### config.mk
export PLATFORM = sky130hd
export DESIGN_NAME = pixel_stream_gen
export DESIGN_NICKNAME = d
export VERILOG_FILES = /design/src/rtl/pixel_stream_pkg.sv /design/src/rtl/pixel_stream_gen_calc.sv /design/src/rtl/pixel_stream_gen.sv
export SDC_FILE = /design/constraint.sdc
export NUM_CORES = 1
export LEC_CHECK = 0
export CAP_MARGIN = 5
export CORE_MARGIN = 2
export CORE_UTILIZATION = 33
export CTS_BUF_LIST = sky130_fd_sc_hd__clkbuf_4 sky130_fd_sc_hd__clkbuf_8
export CTS_CLUSTER_DIAMETER = 50
export DETAILED_ROUTE_END_ITERATION = 8
export GPL_TIMING_DRIVEN = 0
export PLACE_DENSITY_LB_ADDON = 0.2
export SLEW_MARGIN = 20
export SYNTH_ARGS = -nofsm -noshare
export SYNTH_HDL_FRONTEND = slang
export SYNTH_SLANG_ARGS = --single-unit
### constraint.sdc
create_clock -name axi_clk -period 5.1 [get_ports axi_clk]
set_input_delay 1.02 -clock axi_clk [delete_from_list [all_inputs] [get_ports axi_clk]]
set_output_delay 1.02 -clock axi_clk [all_outputs]
set_load 0.1 [all_outputs]
### src/rtl/pixel_stream_pkg.sv
// pixel_stream_pkg: shared types and constants for the pixel stream generator
package pixel_stream_pkg;
    localparam int PIX_W = 8;
    localparam int BYTES = 4;
    typedef enum logic [1:0] {PAT_SOLID, PAT_HRAMP, PAT_VRAMP, PAT_CHECK} pattern_t;
    typedef enum logic [1:0] {ST_IDLE, ST_RUN, ST_GAP} state_t;
endpackage

### src/rtl/pixel_stream_gen_calc.sv
// pixel_pattern_calc: combinational pixel word for beat (x, y) under pattern sel
module pixel_pattern_calc
    import pixel_stream_pkg::*;
#(
    parameter int DATA_WIDTH = 32,
    parameter int XW = 10,
    parameter int YW = 9,
    parameter logic [7:0] FILL = 8'h80
) (
    input  logic [XW-1:0]         x,
    input  logic [YW-1:0]         y,
    input  pattern_t              sel,
    output logic [DATA_WIDTH-1:0] pix
);
    localparam int NB = DATA_WIDTH / PIX_W;
    logic [31:0] yy;
    assign yy = 32'(y);
    for (genvar i = 0; i < NB; i++) begin : g_lane
        logic [7:0] h;
        assign h = 8'((32'(x) * NB) + i);
        assign pix[i*8 +: 8] = (sel == PAT_SOLID) ? FILL :
                               (sel == PAT_HRAMP) ? h :
                               (sel == PAT_VRAMP) ? yy[7:0] :
                               (h[3] ^ yy[3])     ? 8'hFF : 8'h00;
    end
endmodule

### src/rtl/pixel_stream_gen.sv
// pixel_stream_gen: AXI4-Stream test-pattern frame source; PIXEL_GEN_STATS_EN adds stall_count
module pixel_stream_gen
    import pixel_stream_pkg::*;
#(
    parameter int DATA_WIDTH = BYTES * PIX_W,
    parameter int H_BEATS = 640,
    parameter int V_LINES = 480,
    parameter int GAP_CYCLES = 0,
    parameter logic [7:0] FILL = 8'h80
) (
    input  logic                  axi_clk,
    input  logic                  axi_reset_n,
    input  logic                  enable,
    input  logic [1:0]            pattern_sel,
    output logic                  m_axis_valid,
    output logic [DATA_WIDTH-1:0] m_axis_data,
    output logic                  m_axis_last,
    output logic                  m_axis_user,
    input  logic                  m_axis_ready,
    output logic                  frame_done,
    output logic [15:0]           frame_count
`ifdef PIXEL_GEN_STATS_EN
    ,output logic [31:0]          stall_count
`endif
);
    localparam int XW = H_BEATS > 1 ? $clog2(H_BEATS) : 1;
    localparam int YW = V_LINES > 1 ? $clog2(V_LINES) : 1;
    localparam int GW = GAP_CYCLES > 0 ? $clog2(GAP_CYCLES + 1) : 1;
    localparam logic [XW-1:0] XMAX = XW'(H_BEATS - 1);
    localparam logic [YW-1:0] YMAX = YW'(V_LINES - 1);
    localparam logic [GW-1:0] GLAST = GW'(GAP_CYCLES > 0 ? GAP_CYCLES - 1 : 0);

    state_t state, state_n;
    pattern_t sel_q, sel_n, csel;
    logic [XW-1:0] x, x_n, nx, cx;
    logic [YW-1:0] y, y_n, ny, cy;
    logic [GW-1:0] gap, gap_n;
    logic [DATA_WIDTH-1:0] pix, data_n;
    logic valid_n, last_n, user_n, hs, final_beat, start;

    pixel_pattern_calc #(.DATA_WIDTH(DATA_WIDTH), .XW(XW), .YW(YW), .FILL(FILL)) u_calc (
        .x(cx), .y(cy), .sel(csel), .pix(pix)
    );

    // Next-state, next-beat coordinates and registered stream outputs
    always_comb begin
        hs = m_axis_valid & m_axis_ready;
        final_beat = hs && x == XMAX && y == YMAX;
        start = enable && (state == ST_IDLE ||
                           (state == ST_RUN && final_beat && GAP_CYCLES == 0) ||
                           (state == ST_GAP && gap == GLAST));
        nx = (x == XMAX) ? '0 : x + 1'b1;
        ny = (x != XMAX) ? y : (y == YMAX) ? '0 : y + 1'b1;
        cx = start ? '0 : nx;
        cy = start ? '0 : ny;
        csel = start ? pattern_t'(pattern_sel) : sel_q;
        state_n = state;
        sel_n = sel_q;
        x_n = x;
        y_n = y;
        gap_n = gap;
        valid_n = m_axis_valid;
        data_n = m_axis_data;
        last_n = m_axis_last;
        user_n = m_axis_user;
        if (start || (hs && !final_beat)) begin
            state_n = ST_RUN;
            sel_n = csel;
            x_n = cx;
            y_n = cy;
            valid_n = 1'b1;
            data_n = pix;
            last_n = cx == XMAX;
            user_n = start;
        end else if (final_beat) begin
            state_n = GAP_CYCLES > 0 ? ST_GAP : ST_IDLE;
            x_n = '0;
            y_n = '0;
            gap_n = '0;
            valid_n = 1'b0;
            last_n = 1'b0;
            user_n = 1'b0;
        end else if (state == ST_GAP) begin
            gap_n = gap + 1'b1;
            state_n = gap == GLAST ? ST_IDLE : ST_GAP;
        end
    end

    // State, counters and stream output registers
    always_ff @(posedge axi_clk or negedge axi_reset_n) begin
        if (!axi_reset_n) begin
            state <= ST_IDLE;
            sel_q <= PAT_SOLID;
            x <= '0;
            y <= '0;
            gap <= '0;
            m_axis_valid <= 1'b0;
            m_axis_data <= '0;
            m_axis_last <= 1'b0;
            m_axis_user <= 1'b0;
            frame_done <= 1'b0;
            frame_count <= '0;
        end else begin
            state <= state_n;
            sel_q <= sel_n;
            x <= x_n;
            y <= y_n;
            gap <= gap_n;
            m_axis_valid <= valid_n;
            m_axis_data <= data_n;
            m_axis_last <= last_n;
            m_axis_user <= user_n;
            frame_done <= final_beat;
            frame_count <= frame_count + 16'(final_beat);
        end
    end

`ifdef PIXEL_GEN_STATS_EN
    // Saturating count of cycles where a beat is offered but not taken
    always_ff @(posedge axi_clk or negedge axi_reset_n) begin
        if (!axi_reset_n)
            stall_count <= '0;
        else if (m_axis_valid && !m_axis_ready && stall_count != '1)
            stall_count <= stall_count + 1'b1;
    end
`endif
endmodule
# After elaboration in Yosys (flattened, before gate mapping)
# Index checks and enable logic that the tools add are counted.
# op_classes
muxes	36
bitwise_logic	7
eq_ne	9
n_addsub	7
reduce_logical	17
# op_table
op	n
$mux W8	16
$mux W9	5
$mux W10	4
$eq A10 B10 Y1 const B	2
$add A16 B1 Y16	1
$add A8 B2 Y8 const B	2
$add A10 B1 Y10 const B	1
$mux W2	5
$ne A10 B10 Y1 const B	1
$add A9 B1 Y9 const B	1
$eq A9 B9 Y1 const B	1
$add A8 B1 Y8 const B	1
$logic_and A1 B1 Y1	6
$mux W1	6
$eq A2 B1 Y1 const B	2
$eq A2 B2 Y1 const B	2
$logic_not A2 Y1	2
$reduce_and A2 Y1	2
$reduce_bool A2 Y1	2
$xor A1 B1 Y1	4
$logic_or A1 B1 Y1	3
$ne A3 B3 Y1 const B	1
$reduce_bool A3 Y1	1
$not A1 Y1	2
3 further kinds	3
# word_totals
register_bits	76
out_inout_bits	52
in_bits	6

# Logic depth before layout (Yosys ltp)
# depth
depth_word	14
depth_mapped	10

# Modules after synthesis
# Synthesis repeated with hierarchy kept, for this count alone.
# unflattened
hier_cells	395
area_unflattened_um2	4072.7
# by_module_without_submodules
module	n_inst	area_each_um2	cells_each
pixel_stream_gen	1	3727.3	348
pixel_pattern_calc	1	345.3	47

# Worst setup path before layout
# OpenSTA, ideal clock, no wires.
# synth_path
kind	register to register
start	register m_axis_valid
end	register frame_count[15]
required_time_ps	4942
path_stages_with_launch	10
t_arrival_ps	2714
setup_ps	158
setup_slack_ps	2228
path_cell_list	dfrtp_1 and2_1 clkbuf_1 nand2_1 nor3_2 ha_1 nand3_1 nor2b_1 nand4_1 xnor2_1
# synth_between
elab_chain_len	4
# synth_lines
item	line	rtl
from (decl)	pixel_stream_gen.sv:15	output logic m_axis_valid,
from (signal assigned)	pixel_stream_gen.sv:109	m_axis_valid <= valid_n;
$and A1 B1 Y1	pixel_stream_gen.sv:47	hs = m_axis_valid & m_axis_ready;
$logic_and A1 B1 Y1 (2 in series)	pixel_stream_gen.sv:48	final_beat = hs && x == XMAX && y == YMAX;
named net final_beat	pixel_stream_gen.sv:39	logic valid_n, last_n, user_n, hs, final_beat, start;
$add A16 B1 Y16	pixel_stream_gen.sv:114	frame_count <= frame_count + 16'(final_beat);
to (signal assigned)	pixel_stream_gen.sv:114	
to (decl)	pixel_stream_gen.sv:21	output logic [15:0] frame_count
# The timed path passes the listed nets, and every way through them passes these cells.
# A chain may end at the register's enable or synchronous reset.

# Final worst setup path
# layout_path
start	input port m_axis_ready
end	register frame_count[14]
# layout_between
elab_chain_len	4
# layout_lines
item	line	rtl
from (decl)	pixel_stream_gen.sv:19	input logic m_axis_ready,
$and A1 B1 Y1	pixel_stream_gen.sv:47	
$logic_and A1 B1 Y1 (2 in series)	pixel_stream_gen.sv:48	
named net final_beat	pixel_stream_gen.sv:39	
$add A16 B1 Y16	pixel_stream_gen.sv:114	
# The timed path passes the listed nets, and every way through them passes these cells.

==> key figures <==
Yosys
  • YS warnings: 0
  • Seq cells post-synth: 54
  • Async SR Flop Fraction: 1.00
  • Post-synth EDFFs: 0
  • Mapped Avg Cell Area: 9.05 um^2
  • Mapped Area: 0.00318 mm^2
  • Net Count, Synth: 362
  • Syn Inst Count: 352
  • Count of unique library cells instantiated by Yosys: 59
  • Ys flop type: dfrtp_1
  • Sequential share of the synthesized area: 0.424

Hold path
  • Hold Path Sink: frame_count[15]$_DFF_PN0_
  • Hold crit path type: reg2reg
  • Worst Min Path Start: frame_count[15]$_DFF_PN0_
  • Worst Hold Depth: 1

Power and ir drop
  • Leakage: 0.00166 uW
  • Worst IR Drop VDD: 125 uV
  • Power Density: 178 mW/mm^2

Global route
  • Initial antenna violation count: 0
  • Vias in the first global route: 2,697
  • First-pass GRT wire length: 13,900 um
  • Gr ovfl total: 0
  • Gr usage total: 0.170
  • Largest net degree at the start of global routing: 55

CTS
  • Clock Tree Buf Depth: 2
  • H-tree Lvls: 2
  • Clock latency on the worst-skew pair: 320 ps
  • CTS tree: yes
  • CTS Sinks: 54
  • CTS clk-pin slew, worst paths: 100 ps
  • Hold_buf cts: 0
  • CTS Buf Count: 5
  • Post-cts resize count: 0
  • Post-CTS Setup Bufs: 0
  • Root buf cell: clkbuf_8

Floorplan
  • IO Count: 58
  • Die W: 102 um
  • Die Y: 102 um
  • Rows: 35
  • Die area: 0.0105 mm^2
  • Starting density of the core: 0.343
  • Core area: 0.00928 mm^2

STA
  • WHS: 475 ps
  • Unrepaired setup endpoints after global routing: false
  • Final min period: 3630 ps
  • Period utilization: 0.712
  • Final Setup Violations: 0
  • Setup TNS: 0 ps
  • Slew @ Worst Pin: 977 ps
  • Peak Freq: 275 MHz
  • Slew Limit Fails: 0
  • Final Hold Fails: 0
  • Slew headroom: 0.347
  • Clock Skew: 10.2 ps

Route
  • Drt pass-1 iters: 4
  • Routed WL per cell: 15.4 um
  • Total number of vias: 2,817
  • Routed Antenna Nets: 0
  • Residual DRC count: 0
  • Via density: 5.17
  • Final WL: 8420 um
  • Initial detailed-routing violation count: 179

Place
  • Routability congestion estimate: 0.887
  • Placed wire-length estimate: 6170 um
  • Port bufs: 56

Outcome
  • Status: complete, no violations

Setup path
  • Crit path DAT: 3880 ps
  • RR Endpoint: frame_count[14]$_DFF_PN0_
  • Critical path peak fanout: 8
  • R2R cell count: 10
  • Worst r2r src: x[1]$_DFFE_PN0P_
  • Reg2Reg Setup Slack: 1510 ps
  • CP required: 5340 ps
  • CP Class: in2reg
  • Crit start category: primary input
  • CP endpoint kind: flip-flop

Job
  • Max Cap Violations: 0

Cells and area
  • Antenna cells: 0
  • Share of cells above drive strength 1: 0.101
  • Layout area overhead: 25.7%
  • Final nets: 425
  • Layout fillers: 922
-- state kept, by name (all words and copies together) (netlist names), 2 cells and up --
signal       flops
m_axis_data     10
state            2
y                9
sel_q            2
frame_count     16
x               10
-- cell type report --
type                    instances  area (um^2)  share of cell area
plain buffers                  37          224              0.0560
multi-input cells             256         1590               0.397
inverters                       5         18.8             0.00469
repair buffers                 56          558               0.139
clock buffers                   5         68.8              0.0172
well taps                     129          161              0.0403
flip-flops and latches         54         1350               0.338
clock inverters                 3         28.8             0.00719
-- logic make-up (layout without fill, tap and decap cells) --
kind of cell,after synthesis,in the layout,share of synthesized area
mux,3,3,0.00943
fa+ha+maj,4,4,0.0157
compound gates,77,77,0.171
simple gates,145,145,0.229
flops,54,54,0.424
xor+xnor,27,27,0.0743
buf+inv,42,106,0.0762
-- how the worst max path moves through the flow --
stage	from	end	slack, ps	cells after the start
after floorplan	m_axis_valid$_DFFE_PN0P_	frame_count[15]$_DFF_PN0_	2230	9
after global placement	axi_reset_n	m_axis_data[27]$_DFFE_PN0N_	1230	1
after detailed placement	m_axis_ready	frame_count[14]$_DFF_PN0_	1190	10
after CTS	m_axis_ready	frame_count[14]$_DFF_PN0_	1520	10
after global routing	x[1]$_DFFE_PN0P_	frame_count[14]$_DFF_PN0_	1190	10
final	m_axis_ready	frame_count[14]$_DFF_PN0_	1470	10
-- per-stage QoR --
stage               std cells  setup WS (ps)  cell area [um^2]  total power, uW  utilization
detailed placement        537           1190              3900              457        0.420
CTS                       545           1520              4000              720        0.431
floorplan                 352           2230              3180              443            -
finish                    545           1470              4000              712        0.431
global route              545           1190              4000              745        0.431
global placement          537           1230              3910              458        0.421
-- routing by layer --
layer  up-vias  GRT usage  wire length (um)
li1       1394          -                 -
met4         0     0.0523               104
met1      1334      0.245              4060
met3         7     0.0274               414
met2        82      0.264              3850
met5         -          0                 0
-- synth_stat cells, types with 2 or more instances --
cell type / number / area share
nand2_1: 40 / 0.047
xnor2_1: 18 / 0.050
o32ai_1: 2 / 0.0055
nor3_1: 10 / 0.016
o21ai_0: 19 / 0.030
nand2b_1: 2 / 0.0039
nand3_1: 20 / 0.031
nor3b_1: 3 / 0.0071
nor4_1: 5 / 0.0098
a21o_1: 3 / 0.0071
a22o_1: 2 / 0.0055
dfrtp_1: 54 / 0.42
a211oi_1: 3 / 0.0071
inv_1: 5 / 0.0059
clkbuf_1: 12 / 0.014
and3_1: 8 / 0.016
mux2i_1: 3 / 0.0094
o211ai_1: 2 / 0.0047
nand4_1: 8 / 0.016
nor2b_1: 3 / 0.0059
nand4b_1: 2 / 0.0055
o31ai_1: 2 / 0.0047
a41oi_1: 4 / 0.011
o221ai_1: 3 / 0.0083
nor2_1: 31 / 0.037
a311oi_1: 2 / 0.0055
xor2_1: 9 / 0.025
ha_1: 4 / 0.016
a22oi_1: 2 / 0.0047
o311a_1: 2 / 0.0063
a21boi_0: 2 / 0.0047
a31oi_1: 8 / 0.016
a21oi_1: 10 / 0.016
or3_1: 2 / 0.0039
o21a_1: 2 / 0.0047
buf_4: 22 / 0.052
-- where the power goes --
part	internal [uW]	switching, uW
clock network	103	161
logic	4.47	15.0
registers	428	0.238
-- worst max-delay path: stages --
cell	delay, ps
clkdlybuf4s50_1	490
and2_1	130
clkbuf_1	340
nand2_1	170
nor3_2	530
ha_1	340
ha_1	280
nand3_1	220
nor2_1	190
xor2_1	160
-- cells in the final DEF (no fill, tap or decap), types with 5 or more instances in the layout --
| cell | instances |
|---|---|
| nand4_1 | 8 |
| a31oi_1 | 8 |
| clkbuf_8 | 5 |
| xor2_1 | 9 |
| dfrtp_1 | 54 |
| nor2_1 | 31 |
| nand2_1 | 40 |
| nand3_1 | 20 |
| nor3_1 | 10 |
| clkdlybuf4s50_1 | 55 |
| and3_1 | 8 |
| xnor2_1 | 18 |
| inv_1 | 5 |
| clkbuf_1 | 12 |
| buf_4 | 23 |
| nor4_1 | 5 |
| o21ai_0 | 19 |
| a21oi_1 | 10 |
Power figures use the tool's default switching activity.
